$ cat config.mk
export PLATFORM = sky130hd
export DESIGN_NAME = serial_endpoint
export DESIGN_NICKNAME = d
export VERILOG_FILES = /design/src/rtl/serial_endpoint_pkg.sv /design/src/rtl/serial_endpoint_byte_fifo.sv /design/src/rtl/serial_endpoint.sv
export SDC_FILE = /design/constraint.sdc
export NUM_CORES = 1
export LEC_CHECK = 0
export CAP_MARGIN = 20
export CORE_AREA = 2 2 144 146
export DETAILED_ROUTE_END_ITERATION = 8
export DIE_AREA = 0 0 146 148
export MAX_ROUTING_LAYER = met4
export PLACE_DENSITY_LB_ADDON = 0.05
export SLEW_MARGIN = 30
export SYNTH_ARGS = -nofsm -noshare
export SYNTH_HDL_FRONTEND = slang
export SYNTH_SLANG_ARGS = --single-unit
$ cat constraint.sdc
create_clock -name clock -period 3.09 [get_ports clock]
set_input_delay 0.4635 -clock clock [delete_from_list [all_inputs] [get_ports clock]]
set_output_delay 0.4635 -clock clock [all_outputs]
set_load 0.05 [all_outputs]
$ cat src/rtl/serial_endpoint_pkg.sv
// serial_endpoint_pkg
//    Shared types and helpers for the serial endpoint slice.
//    BYTE_W / byte_t : width and type of one serial byte.
//    fifo_op_e       : the four things a FIFO can do on one clock edge.
//    fifo_op()       : packs accepted push/pop strobes into a fifo_op_e.
package serial_endpoint_pkg;

   localparam int BYTE_W = 8;

   typedef logic [BYTE_W-1:0] byte_t;

   // Encoding is {pop, push} so that fifo_op() is a plain concatenation.
   typedef enum logic [1:0] {
      FIFO_HOLD = 2'b00,
      FIFO_PUSH = 2'b01,
      FIFO_POP  = 2'b10,
      FIFO_BOTH = 2'b11
   } fifo_op_e;

   function automatic fifo_op_e fifo_op(input logic push_ok, input logic pop_ok);
      return fifo_op_e'({pop_ok, push_ok});
   endfunction

endpackage

$ cat src/rtl/serial_endpoint_byte_fifo.sv
// byte_fifo
//    First-word-fall-through byte FIFO. The head byte is read combinationally
//    from storage and forced to zero while the FIFO is empty, so the data
//    output is clean after reset. full/empty/count depend on registered state
//    only; push is ignored when full and pop is ignored when empty, both
//    judged on the state before the edge.
// Ports
//    clock      in   rising-edge clock
//    reset      in   synchronous, active-low; empties the FIFO
//    push       in   write strobe
//    push_data  in   byte to write
//    pop        in   read strobe (removes the head)
//    pop_data   out  head byte (0 when empty)
//    count      out  occupancy, 0..DEPTH
//    full       out  count == DEPTH
//    empty      out  count == 0
module byte_fifo
   import serial_endpoint_pkg::*;
#(
   parameter  int DEPTH = 16,
   localparam int PTR_W = $clog2(DEPTH),
   localparam int CNT_W = PTR_W + 1
) (
   input  logic             clock,
   input  logic             reset,
   input  logic             push,
   input  byte_t            push_data,
   input  logic             pop,
   output byte_t            pop_data,
   output logic [CNT_W-1:0] count,
   output logic             full,
   output logic             empty
);

   byte_t            mem [DEPTH];
   logic [PTR_W-1:0] wr_ptr_reg;
   logic [PTR_W-1:0] wr_ptr_next;
   logic [PTR_W-1:0] rd_ptr_reg;
   logic [PTR_W-1:0] rd_ptr_next;
   logic [CNT_W-1:0] count_reg;
   logic [CNT_W-1:0] count_next;
   logic             push_ok;
   logic             pop_ok;
   fifo_op_e         op;

   assign full    = (count_reg == CNT_W'(DEPTH));
   assign empty   = (count_reg == '0);
   assign count   = count_reg;

   // Gating by full/empty is what resolves the corner cases: on a full FIFO
   // a simultaneous push is refused, on an empty FIFO a simultaneous pop is.
   assign push_ok = push & ~full;
   assign pop_ok  = pop & ~empty;
   assign op      = fifo_op(push_ok, pop_ok);

   always_comb begin
      wr_ptr_next = wr_ptr_reg;
      rd_ptr_next = rd_ptr_reg;
      count_next  = count_reg;
      case (op)
         FIFO_PUSH: begin
            wr_ptr_next = wr_ptr_reg + PTR_W'(1);
            count_next  = count_reg + CNT_W'(1);
         end
         FIFO_POP: begin
            rd_ptr_next = rd_ptr_reg + PTR_W'(1);
            count_next  = count_reg - CNT_W'(1);
         end
         FIFO_BOTH: begin
            wr_ptr_next = wr_ptr_reg + PTR_W'(1);
            rd_ptr_next = rd_ptr_reg + PTR_W'(1);
         end
         default: begin
         end
      endcase
   end

   always_ff @(posedge clock) begin
      if (!reset) begin
         wr_ptr_reg <= '0;
         rd_ptr_reg <= '0;
         count_reg  <= '0;
      end else begin
         wr_ptr_reg <= wr_ptr_next;
         rd_ptr_reg <= rd_ptr_next;
         count_reg  <= count_next;
      end
   end

   // Storage has no reset; the counters alone decide which entries are live.
   always_ff @(posedge clock) begin
      if (reset && push_ok) begin
         mem[wr_ptr_reg] <= push_data;
      end
   end

   always_comb begin
      pop_data = '0;
      if (!empty) begin
         pop_data = mem[rd_ptr_reg];
      end
   end

endmodule

$ cat src/rtl/serial_endpoint.sv
// serial_endpoint
//    Far-end responder for the processor's byte-serial port. The RX FIFO
//    carries bytes host -> processor, the TX FIFO processor -> host. Both host
//    sides are valid/ready byte streams; the processor side matches its
//    serial_* ports directly.
// Ports
//    clock, reset            rising-edge clock, synchronous active-low reset
//    cpu_rx_data_out/valid   RX head and non-empty flag toward the processor
//    cpu_rden_in             processor pops the RX head
//    cpu_tx_ready_out        TX not full
//    cpu_tx_data_in/wren_in  processor pushes a byte into TX
//    host_in_data/valid      host byte into RX; host_in_ready = RX not full
//    host_out_data/valid     TX head toward host; host_out_ready pops it
//    rx_count_out/tx_count_out  FIFO occupancy
// Optional (macro SERIAL_ENDPOINT_OVF_EN)
//    ovf_clr_in   clears both sticky flags
//    rx_ovf_out   sticky: processor read while RX was empty
//    tx_ovf_out   sticky: processor wrote while TX was full
//    Without the macro those ports do not exist and the events are ignored.
module serial_endpoint
   import serial_endpoint_pkg::*;
#(
   parameter  int DEPTH = 16,
   localparam int CNT_W = $clog2(DEPTH) + 1
) (
   input  logic             clock,
   input  logic             reset,
   output byte_t            cpu_rx_data_out,
   output logic             cpu_rx_valid_out,
   input  logic             cpu_rden_in,
   output logic             cpu_tx_ready_out,
   input  byte_t            cpu_tx_data_in,
   input  logic             cpu_wren_in,
   input  byte_t            host_in_data,
   input  logic             host_in_valid,
   output logic             host_in_ready,
   output byte_t            host_out_data,
   output logic             host_out_valid,
   input  logic             host_out_ready,
   output logic [CNT_W-1:0] rx_count_out,
   output logic [CNT_W-1:0] tx_count_out
`ifdef SERIAL_ENDPOINT_OVF_EN
   ,
   input  logic             ovf_clr_in,
   output logic             rx_ovf_out,
   output logic             tx_ovf_out
`endif
);

   logic rx_full;
   logic rx_empty;
   logic tx_full;
   logic tx_empty;

   byte_fifo #(.DEPTH(DEPTH)) rx_fifo (
      .clock     (clock),
      .reset     (reset),
      .push      (host_in_valid),
      .push_data (host_in_data),
      .pop       (cpu_rden_in),
      .pop_data  (cpu_rx_data_out),
      .count     (rx_count_out),
      .full      (rx_full),
      .empty     (rx_empty)
   );

   byte_fifo #(.DEPTH(DEPTH)) tx_fifo (
      .clock     (clock),
      .reset     (reset),
      .push      (cpu_wren_in),
      .push_data (cpu_tx_data_in),
      .pop       (host_out_ready),
      .pop_data  (host_out_data),
      .count     (tx_count_out),
      .full      (tx_full),
      .empty     (tx_empty)
   );

   assign host_in_ready    = ~rx_full;
   assign cpu_rx_valid_out = ~rx_empty;
   assign cpu_tx_ready_out = ~tx_full;
   assign host_out_valid   = ~tx_empty;

`ifdef SERIAL_ENDPOINT_OVF_EN
   logic rx_ovf_reg;
   logic tx_ovf_reg;

   // A new error event in the same cycle as a clear leaves the flag set, so
   // software never loses an event that raced with its own clear.
   always_ff @(posedge clock) begin
      if (!reset) begin
         rx_ovf_reg <= 1'b0;
         tx_ovf_reg <= 1'b0;
      end else begin
         if (cpu_rden_in && rx_empty) begin
            rx_ovf_reg <= 1'b1;
         end else if (ovf_clr_in) begin
            rx_ovf_reg <= 1'b0;
         end
         if (cpu_wren_in && tx_full) begin
            tx_ovf_reg <= 1'b1;
         end else if (ovf_clr_in) begin
            tx_ovf_reg <= 1'b0;
         end
      end
   end

   assign rx_ovf_out = rx_ovf_reg;
   assign tx_ovf_out = tx_ovf_reg;
`endif

endmodule
After elaboration in Yosys (flattened, before gate mapping)
Memories as Yosys holds them, arrays and structs flattened. A register that Yosys moved wholly into a read port is not among the register bits.
Cells that the tools add are included.
Word-level totals
  input bits: 22
  bits in writable memories: 256
  word-level logic and storage cells: 54
  latch bits: 0
  flip-flop bits (word level): 26
  memories kept: 2
  bits in read-only memories: 0
  output and inout bits: 30
Memory list
  rx_fifo.mem: depth 16, width 8, read ports 1, clocked after Yosys merged registers in 1, wr ports 1, line serial_endpoint_byte_fifo.sv:35  | byte_t mem [DEPTH];
  tx_fifo.mem: depth 16, width 8, read ports 1, clocked after Yosys merged registers in 1, wr ports 1, line serial_endpoint_byte_fifo.sv:35
Operators by class
  multipliers: 0
  shift-type cells: 0
  muxes and demuxes: 12
  $add $sub $neg: 8
  bitwise logic cells: 8
  $lt $le $gt $ge: 0
  reductions and logical operators: 10
  divide/modulo/power cells: 0
  eq/ne operators: 8
Operators with widths (count)
  $pmux 5 s2: 2
  $add 4x1->4 const B: 4
  $mux 4: 4
  $mux 8: 2
  $add 5x1->5 const B: 2
  $eq 5x5->1 const B: 2
  $logic_not 5->1: 2
  $sub 5x1->5 const B: 2
  $eq 2x2->1 const B: 4
  $reduce_or 2->1: 4
  $and 1x1->1: 4
  $eq 2x1->1 const B: 2
  $mux 1: 4
  $not 1->1: 4
  $reduce_bool 2->1: 2
  $logic_and 1x1->1: 2

Longest topological paths before layout
  word-level depth: 7
  depth in mapped cells: 12
  mapped depth without buffers: 10

By module
A second synthesis with hierarchy kept.
Unflattened totals
  cells, all modules: 664
  area total of the unflattened synthesis: 11933.9 um^2
By module, submodules not included
  byte_fifo: cells each 330, instances 2, seq. area each 4184.0 um^2, area an instance 5959.5 um^2
  serial_endpoint: cells each 4, instances 1, seq. area each 0.0 um^2, area an instance 15.0 um^2

Worst setup path after synthesis
Ideal clock, no wire load.
  kind: register to register
  start point: reg rx_fifo.count_reg[1], in the netlist rx_fifo.count[1]
  end point: reg rx_fifo.count_reg[2], in the netlist rx_fifo.count[2]
  clock period less this slack: 3.045 ns
  setup time: 0.076 ns
  required time: 3.014 ns
  cell stages (with the launch flop): 13
  arrival time: 2.969 ns
  path buffers: 2
  path slack: 0.045 ns
  cell sequence: dfxtp_1 buf_6 or4_4 o21ai_4 inv_1 ha_1 clkbuf_1 xor2_1 ha_1 a21oi_1 xnor2_1 or3_1 a21boi_0
On the way
  word-level cells in the longest chain between the ends: 5
  elaborated cells on any way between the ends: 12
  those cells by class: 2 x add/sub; 3 x eq/ne; 1 x mux; 4 x bitwise; 2 x reduce/logical
Ends and longest elaborated chain
  start, declared: line serial_endpoint_byte_fifo.sv:40  | logic [CNT_W-1:0] count_reg;
  start signal, assigned: line serial_endpoint_byte_fifo.sv:86  | count_reg <= count_next;
  $eq 5x5->1 / $logic_not 5->1 (equally long branches): line serial_endpoint_byte_fifo.sv:46, serial_endpoint_byte_fifo.sv:47
  $not 1->1 (on tied branches): line serial_endpoint_byte_fifo.sv:52, serial_endpoint_byte_fifo.sv:53
  $and 1x1->1 (on tied branches): line serial_endpoint_byte_fifo.sv:52, serial_endpoint_byte_fifo.sv:53
  $eq 2x2->1 / $eq 2x1->1 (equally long branches): line serial_endpoint_byte_fifo.sv:60  | case (op)
  $pmux 5 s2 / $reduce_bool 2->1 (equally long branches)
Several ways; a longest one is shown, not always the timed one.
A chain may end at the register's enable or synchronous reset.

==> results.ini <==
[floorplanning]
start_util_pct=59.38
fp-row-count=52
dieWidth_um=146
dieArea_um2=21610
core-area_um2=20040
die_h_um=148
io_pins=52

[power]
p_per_area_nw_per_um2=903.4
p_leak_uw=0.004590
peakVddDrop_uv=659.6
power_uw=12780

[global_route]
grt.overflow.total=0
grt_pass1_wl_um=36290
grt_pass1_vias=6431
grt_max_degree=33
antenna_found_initial=0
track_usage_pct=22.61

[route]
first_pass_iters=4
wire_per_inst_um=21.77
viasPerCell=5.914
drtIter0Drc=525
postRouteAntennaNets=0
route.detailed.drc=0
num_vias=6186
totalWireLength_um=22770

[sta]
tns_ns=0
hold_viol=0
setup_slack_ns=0.1286
fin_skew_ns=0.01150
whs_ns=0.5098
finalSetupViolations=0
fmax_ghz=0.3377
rsz0062_at_grt=false
max-slew-margin-rel_pct=52.52
slew_violations=0
period_needed_ns=2.961
worstMarginPinSlew_ns=0.7113
min_period_over_period_pct=95.84

[critical_path]
reg2reg_from=tx_fifo.count[1]
worstSetupEndpointType=output pin
worstPathArrival_ns=2.50
crit_type=flop to output pin
cp_slowest_stage_delay_ns=0.55
crit_family=compound AO/OA/AOI/OAI gates
crit_required_ns=2.63
critPathSlowestCell=a211oi_1
start_kind=flop
path_buf_inv=2
crit_fanout=21
worstRegToRegCells=10
worstReg2RegEnd=tx_fifo.count[2]
cp_cell_sequence=buf_12 > mux4_2 > nor2b_1 > a211oi_1 > a211oi_1 > buf_12
rrSetupSlack_ns=0.23

[layout]
layout.nets=793
antenna_cells=0
reg_top3=rx_fifo.mem: 128 flops, tx_fifo.mem: 128 flops
syn2layout_area_growth_pct=18.90
instances_no_fill=1046
drive_gt1_share_pct=25.39

[synthesis]
async_flop_share_pct=0
syn_nets=699
synthCells=661
synth.distinct_cells=45
synth_edf_count=256
syn_area_um2=11900
synth_flop_cell=edfxtp_1
seq_area_frac_synth_pct=70.33
yosys_warnings=0
avgSynthCellArea_um2=18.00
ys_ff_latch=290

[clock_network]
clockBufferDepth=3
cts_tree=yes
cts_max_level=1
cts.sinks=290
cts_made_buffers=29
cts_root_buf=clkbuf_16
clk_transition_reported_paths_ns=0.06
insertion_delay_ns=0.54

[worst_hold_path]
hold-path-endpoint=rx_fifo.wr_ptr_reg[3]
hold_class=flop to flop
min_path_cells=2
worstHoldStart=rx_fifo.wr_ptr_reg[3]

[placed_design]
pre_cts_ws_ns=0.1234
gp_congestion=0.8266
dp_cells=988
dpl.hpwl_um=14570
io_buffers=51

[outcome]
outcome=finished clean

[flow_run]
max_cap_viol_count=0

==> cell usage in the layout, fill, tap and decap left out, types with 3 or more instances in the layout <==
cell type          n
edfxtp_1         256
mux4_2            64
buf_4             50
clkdlybuf4s50_1   35
a211oi_1          32
nor2_1            32
dfxtp_1           32
clkbuf_16         29
mux2i_1           27
nor2b_1           22
buf_12            21
ha_1              15
nand2_1           14
inv_1             13
nand3_1           11
nand2b_1          11
xnor2_1           11
and2_1            11
nor3_1             6
o21ai_0            6
clkinv_2           6
bufinv_16          5
xor2_1             4
o21a_1             4
a32oi_1            4
clkbuf_1           4
clkinvlp_4         4
a21oi_1            3
clkinv_1           3
==> area by class of cell <==
cell class / count / area [µm²]
Sequential cell: 290 / 8376
Inverter: 13 / 48.80
Clock inverter: 19 / 230.2
Clock buffer: 33 / 740.7
Multi-Input combinational cell: 315 / 3268
Timing Repair Buffer: 106 / 1146
Tap cell: 270 / 337.8
Fill cell: 1331 / 5892
==> through the flow <==
stage	cell area (µm²)	utilization, %
3_3_place_gp	13100	65.35
4_1_cts	14070	70.22
5_1_grt	14150	70.60
2_1_floorplan	11900	-
3_5_place_dp	13100	65.35
6_report	14150	70.60
==> timing repair <==
item,in CTS,in global routing
buffers inserted,0,6
endpoints found under the hold margin,0,0
hold buffers,0,0
endpoints found under the setup margin,15,3
resized for setup,2,2
==> report_power, final <==
part / internal (µW) / switching, µW
combinational: 2030 / 2480
clock: 2130 / 1410
sequential: 4460 / 265
==> per-layer routing <==
layer  global-route usage [%]  vias to the layer above  wire [µm]
met1                    31.93                     3176       9882
met4                    4.903                        0        385
met3                    2.932                       35       1181
met2                    36.27                      163      11320
met5                        -                        -          0
li1                         -                     2812          -
==> worst register-to-register path: cells and delay by family, from the launching register on <==
kind | cells | cell delay [ns]
simple gates | 2 | 0.90
compound gates | 3 | 0.69
fa+ha+maj | 2 | 0.42
flops | 1 | 0.39
xor+xnor | 2 | 0.29
buf+inv | 1 | 0.09
==> cells in the mapped netlist (3+ instances only) <==
library cell	instances	area share, %
edfxtp_1	256	65
o21ai_0	6	0.25
nand3_1	11	0.46
xnor2_1	11	0.81
clkbuf_1	22	0.69
nand2b_1	11	0.58
a32oi_1	4	0.29
buf_4	6	0.38
nor2_1	32	1.0
nand2_1	14	0.44
buf_6	3	0.28
ha_1	16	1.7
nor2b_1	22	1.2
buf_2	11	0.46
o21a_1	4	0.25
nor3_1	6	0.25
dfxtp_1	34	5.7
and2_1	11	0.58
a21oi_1	4	0.17
inv_1	13	0.41
a211oi_1	32	2.0
xor2_1	4	0.29
mux4_2	64	12
mux2i_1	27	2.3
==> kinds of logic after synthesis <==
family / count (synthesis) / share of synthesized area (%)
XOR/XNOR: 15 / 1.104
multiplexers: 93 / 14.57
flip-flops: 290 / 70.33
buffers and inverters: 56 / 2.261
adder cells (fa/ha/maj): 16 / 1.682
AO/OA/AOI/OAI: 65 / 4.301
AND/OR/NAND/NOR: 126 / 5.752
==> worst max-delay path by stage <==
stage          slack, ns  depth (start not counted)        startpoint          endpoint
6_report            0.13                          6              flop  host_out_data[7]
5_1_grt            0.007                         10  tx_fifo.count[1]  tx_fifo.count[2]
4_1_cts             0.05                          5              flop  host_out_data[7]
3_5_place_dp        0.12                         10  rx_fifo.count[0]  rx_fifo.count[2]
3_3_place_gp        0.30                         10  rx_fifo.count[0]  rx_fifo.count[2]
2_1_floorplan       0.05                         12  rx_fifo.count[1]  rx_fifo.count[2]
Note: power is estimated with default switching activity, not from simulation.
==> patch 1: new RTL, config.mk and constraints unchanged <==
The option `SERIAL_ENDPOINT_OVF_EN` is turned on by a define.
--- a/src/rtl/serial_endpoint.sv
+++ b/src/rtl/serial_endpoint.sv
@@ -17,6 +17,8 @@
 //    rx_ovf_out   sticky: processor read while RX was empty
 //    tx_ovf_out   sticky: processor wrote while TX was full
 //    Without the macro those ports do not exist and the events are ignored.
+`define SERIAL_ENDPOINT_OVF_EN
+
 module serial_endpoint
    import serial_endpoint_pkg::*;
 #(
Interface: changed (added ovf_clr_in, rx_ovf_out and tx_ovf_out); port bits go from 52 to 55. The function was not compared with the original's and may differ.
==> patch 1 against the unedited design <==
Sequential cell count increased by 2. Wire length decreased by 1.4%. Synthesized cell count increased by 1.1%. Count of clock-buffer cells in the layout increased by 4. Synthesized area increased by 0.57%. Final cell count increased by 0.48%. Sequential share of layout area increased by 0.53 points. Worst setup slack got worse by 0.046 ns. Power decreased by 2.3%. Via count decreased by 1.3%. Final area decreased by 0.40%. Critical path type unchanged. Critical endpoint is now cpu_rx_data_out[7]. Largest cell class unchanged. Largest power group unchanged. Highest routed layer unchanged.
==> patch 1: results (changes against the unedited design) <==
[outcome]
status=completed  ; unchanged

[setup_path]
cpPeakStageDelay_ns=0.52  ; was 0.55 ns
r2r_start=rx_fifo.count[1]  ; was tx_fifo.count[1]
cp-endpoint=cpu_rx_data_out[7]  ; was host_out_data[7]
crit_arrival_ns=2.54  ; was 2.50 ns
worstPathMaxFanout=11  ; was 21
timing.rr.end=rx_fifo.count[2]  ; was tx_fifo.count[2]
cp_slowest_cell=mux4_2  ; was a211oi_1

[power]
leakage_nw=4.57  ; was 4.59 nW
internal_power_w=0.00832  ; was 0.00863 W

[grt]
grt_pass1_vias=6475  ; was 6,431
grt_pass1_wl_mm=35.4  ; was 36.3 mm

[synthesis]
muxShareOfSynthArea_pct=14.5  ; was 14.6%
synth_xor_area_share_pct=1.10  ; about the same
syn_avg_cell_area_um2=17.9  ; was 18.0 µm²
syn-num-nets=707  ; was 699
synth_compound_area_share_pct=4.37  ; was 4.30%
yosys-top-cells-count=256 x edfxtp_1, 64 x mux4_2, 36 x dfxtp_1  ; was 256 x edfxtp_1, 64 x mux4_2, 34 x dfxtp_1
ys_top_cells_by_area=edfxtp_1 64%, mux4_2 12%, dfxtp_1 6.0%, mux2i_1 2.3%, a211oi_1 2.0%  ; was edfxtp_1 65%, mux4_2 12%, dfxtp_1 5.7%, mux2i_1 2.3%, a211oi_1 2.0%

[hold_path]
min_from=tx_ovf_out  ; was rx_fifo.wr_ptr_reg[3]
hold_end=tx_ovf_out  ; was rx_fifo.wr_ptr_reg[3]

[timing]
fmax_ghz=0.332  ; was 0.338 GHz
hold_slack_ns=0.525  ; was 0.510 ns
worst_pin_slew_ns=0.704  ; was 0.711 ns
clock_skew_ns=0.0168  ; was 0.0115 ns

[route]
wl_mm=22.4  ; was 22.8 mm
vias_per_cell=5.81  ; was 5.91
drt_iter0_drc=439  ; was 525

[cts]
cts_resized=3  ; was 2

[placed_design]
dp_cells=999  ; was 988
dp_hpwl_mm=14.9  ; was 14.6 mm
place_ws_ns=0.171  ; was 0.123 ns
routabilityCongestion=0.812  ; was 0.827
placed_area_um2=13200  ; was 13,100 µm²

[layout]
nNetsFinal=799  ; was 793

[patch 1: metal layers]
metal | up-vias | global-route usage, % | share of wire (%)
met3 | 34 | 2.93 | 4.4
met4 | 0 | 6.41 | 1.9
met2 | 149 | 38.1 | 53
li1 | 2826 | - | -
met5 | - | - | 0
met1 | 3098 | 28.1 | 40
[patch 1: area by class of cell]
| type | instances | area, µm² |
|---|---|---|
| clock inverter | 15 | 80.1 |
| timing repair buffer | 104 | 1090 |
| clock buffer | 37 | 807 |
| sequential | 292 | 8420 |
| fill | 1312 | 5950 |
| multi-input combinational | 319 | 3310 |
| inverter | 14 | 52.6 |
| tap | 270 | 338 |
[patch 1: power groups by stage]
stage / Sequential (W) / Combinational (W) / Clock (W)
3_5_place_dp: 0.00484 / 0.00452 / 0
5_1_grt: 0.00480 / 0.00478 / 0.00346
6_report: 0.00476 / 0.00451 / 0.00322
4_1_cts: 0.00476 / 0.00455 / 0.00328
2_1_floorplan: 0.00489 / 0.00281 / 0
3_3_place_gp: 0.00482 / 0.00447 / 0
==> patch 2: new RTL, same flow settings <==
Made on the original files. Remove the case item `FIFO_POP` of the case on `op`.
--- a/src/rtl/serial_endpoint_byte_fifo.sv
+++ b/src/rtl/serial_endpoint_byte_fifo.sv
@@ -62,10 +62,6 @@
             wr_ptr_next = wr_ptr_reg + PTR_W'(1);
             count_next  = count_reg + CNT_W'(1);
          end
-         FIFO_POP: begin
-            rd_ptr_next = rd_ptr_reg + PTR_W'(1);
-            count_next  = count_reg - CNT_W'(1);
-         end
          FIFO_BOTH: begin
             wr_ptr_next = wr_ptr_reg + PTR_W'(1);
             rd_ptr_next = rd_ptr_reg + PTR_W'(1);
Check against the original RTL: not equivalent (a bounded check fails within 4 cycles, from zero or initial values and one cycle with reset low).
==> patch 2 against the unedited design <==
Count of clock-buffer cells in the layout up 2. Final area shrank 3.5%. Synthesized area decreased by 1.7%. Sequential cell count is the same. Fmax decreased by 0.99%. Worst setup slack got worse by 0.030 ns. Wire length fell by 4.6%. Critical endpoint is now cpu_rx_valid_out.
Power is not compared: it rests on default switching activity, and its combinational part moved more than twofold at a synthesized area within 25%.
==> patch 2: results (changes against the unedited design) <==
[route]
wl_met2_mm=10.4  ; was 11.3 mm
wl_met1_mm=10.1  ; was 9.88 mm
vias_per_cell=5.78  ; was 5.91
route.met3.wl_um=929  ; was 1.18 mm
drt_iter0_drc=464  ; was 525
wl_mm=21.7  ; was 22.8 mm

[placed_design]
dp_cells=949  ; was 988
placed_area_um2=12700  ; was 13,100 µm²
dp_hpwl_mm=13.9  ; was 14.6 mm
routabilityCongestion=0.789  ; was 0.827
place_ws_ns=0.496  ; was 0.123 ns

[timing]
worst_pin_slew_ns=0.792  ; was 0.711 ns
min_period_over_period_pct=96.8  ; was 95.8%
hold_slack_ns=0.513  ; was 0.510 ns
clock_skew_ns=0.00894  ; was 0.0115 ns

[layout]
final_layout_size_suffix_gt1_share_pct=24.0  ; was 25.4%
fillers=1381  ; was 1,331
final_cells=1003  ; was 1,046
nNetsFinal=747  ; was 793

[cts]
clk_latency_ns=0.52  ; was 0.54 ns
htree_levels=1  ; unchanged

[setup_path]
cp_slowest_cell=clkdlybuf4s50_1  ; was a211oi_1
reg2reg_slack_ns=0.73  ; was 0.23 ns
r2r_start=tx_fifo.count[0]  ; was tx_fifo.count[1]
cp-endpoint=cpu_rx_valid_out  ; was host_out_data[7]
worstPathMaxFanout=5  ; was 21
cpPeakStageDelay_ns=0.77  ; was 0.55 ns
r2r_cells=7  ; was 10
timing.rr.end=tx_fifo.mem[10][6]  ; was tx_fifo.count[2]

[synthesis]
synth-seq-area-share_pct=71.5  ; was 70.3%
muxShareOfSynthArea_pct=15.8  ; was 14.6%
synth_compound_area_share_pct=2.02  ; was 4.30%
synth_xor_area_share_pct=1.20  ; was 1.10%
synth_cell_types=40  ; was 45
yosys.area_share.adder_pct=1.50  ; was 1.68%
synthArstFlopShare_pct=0  ; unchanged
syn_avg_cell_area_um2=18.9  ; was 18.0 µm²
syn-num-nets=654  ; was 699
ys_top_cells_by_area=edfxtp_1 66%, mux4_2 7.7%, dfxtp_1 5.8%, mux4_1 5.4%, mux2i_1 2.0%  ; was edfxtp_1 65%, mux4_2 12%, dfxtp_1 5.7%, mux2i_1 2.3%, a211oi_1 2.0%
yosys-top-cells-count=256 x edfxtp_1, 40 x mux4_2, 34 x dfxtp_1  ; was 256 x edfxtp_1, 64 x mux4_2, 34 x dfxtp_1

[grt]
grt_usage_pct=21.3  ; was 22.6%
met2_usage_pct=33.1  ; was 36.3%
met1_usage_pct=31.2  ; was 31.9%
met3_usage_pct=2.84  ; was 2.93%
grt_pass1_wl_mm=33.9  ; was 36.3 mm
grt_pass1_vias=5925  ; was 6,431

[outcome]
status=completed  ; unchanged

-- patch 2: cell types whose count changed in the layout (fill, tap and decap cells not counted), moves of 8 or more --
cell      delta
mux4_2      -24
buf_12      -19
buf_4        +8
nor2b_1     -11
and2_1       +8
mux4_1      +24
a211oi_1    -18
-- patch 2: repair_timing --
action / 4_1_cts / 5_1_grt
gates resized for setup: 1 / 6
setup endpoints to repair: 3 / 6
setup buffers: 1 / 0
-- patch 2: final cells by class --
type	instances	area [µm²]	area share [%]
inverter	11	41.3	0.302
clock buffer	35	811	5.94
sequential	290	8370	61.3
timing repair buffer	96	841	6.16
tap	270	338	2.47
multi-input combinational	283	3100	22.7
clock inverter	18	156	1.15
-- patch 2: report_power, final --
part           switching (W)  internal, W  total [W]
Sequential         0.0000251      0.00430    0.00433
Combinational       0.000416     0.000249   0.000665
Clock                0.00142      0.00204    0.00347
-- patch 2: worst min-delay path, stage by stage, from the launching register on --
cell,delay (ns)
dfxtp_1,0.32
nand2_1,0.07
mux2i_1,0.07
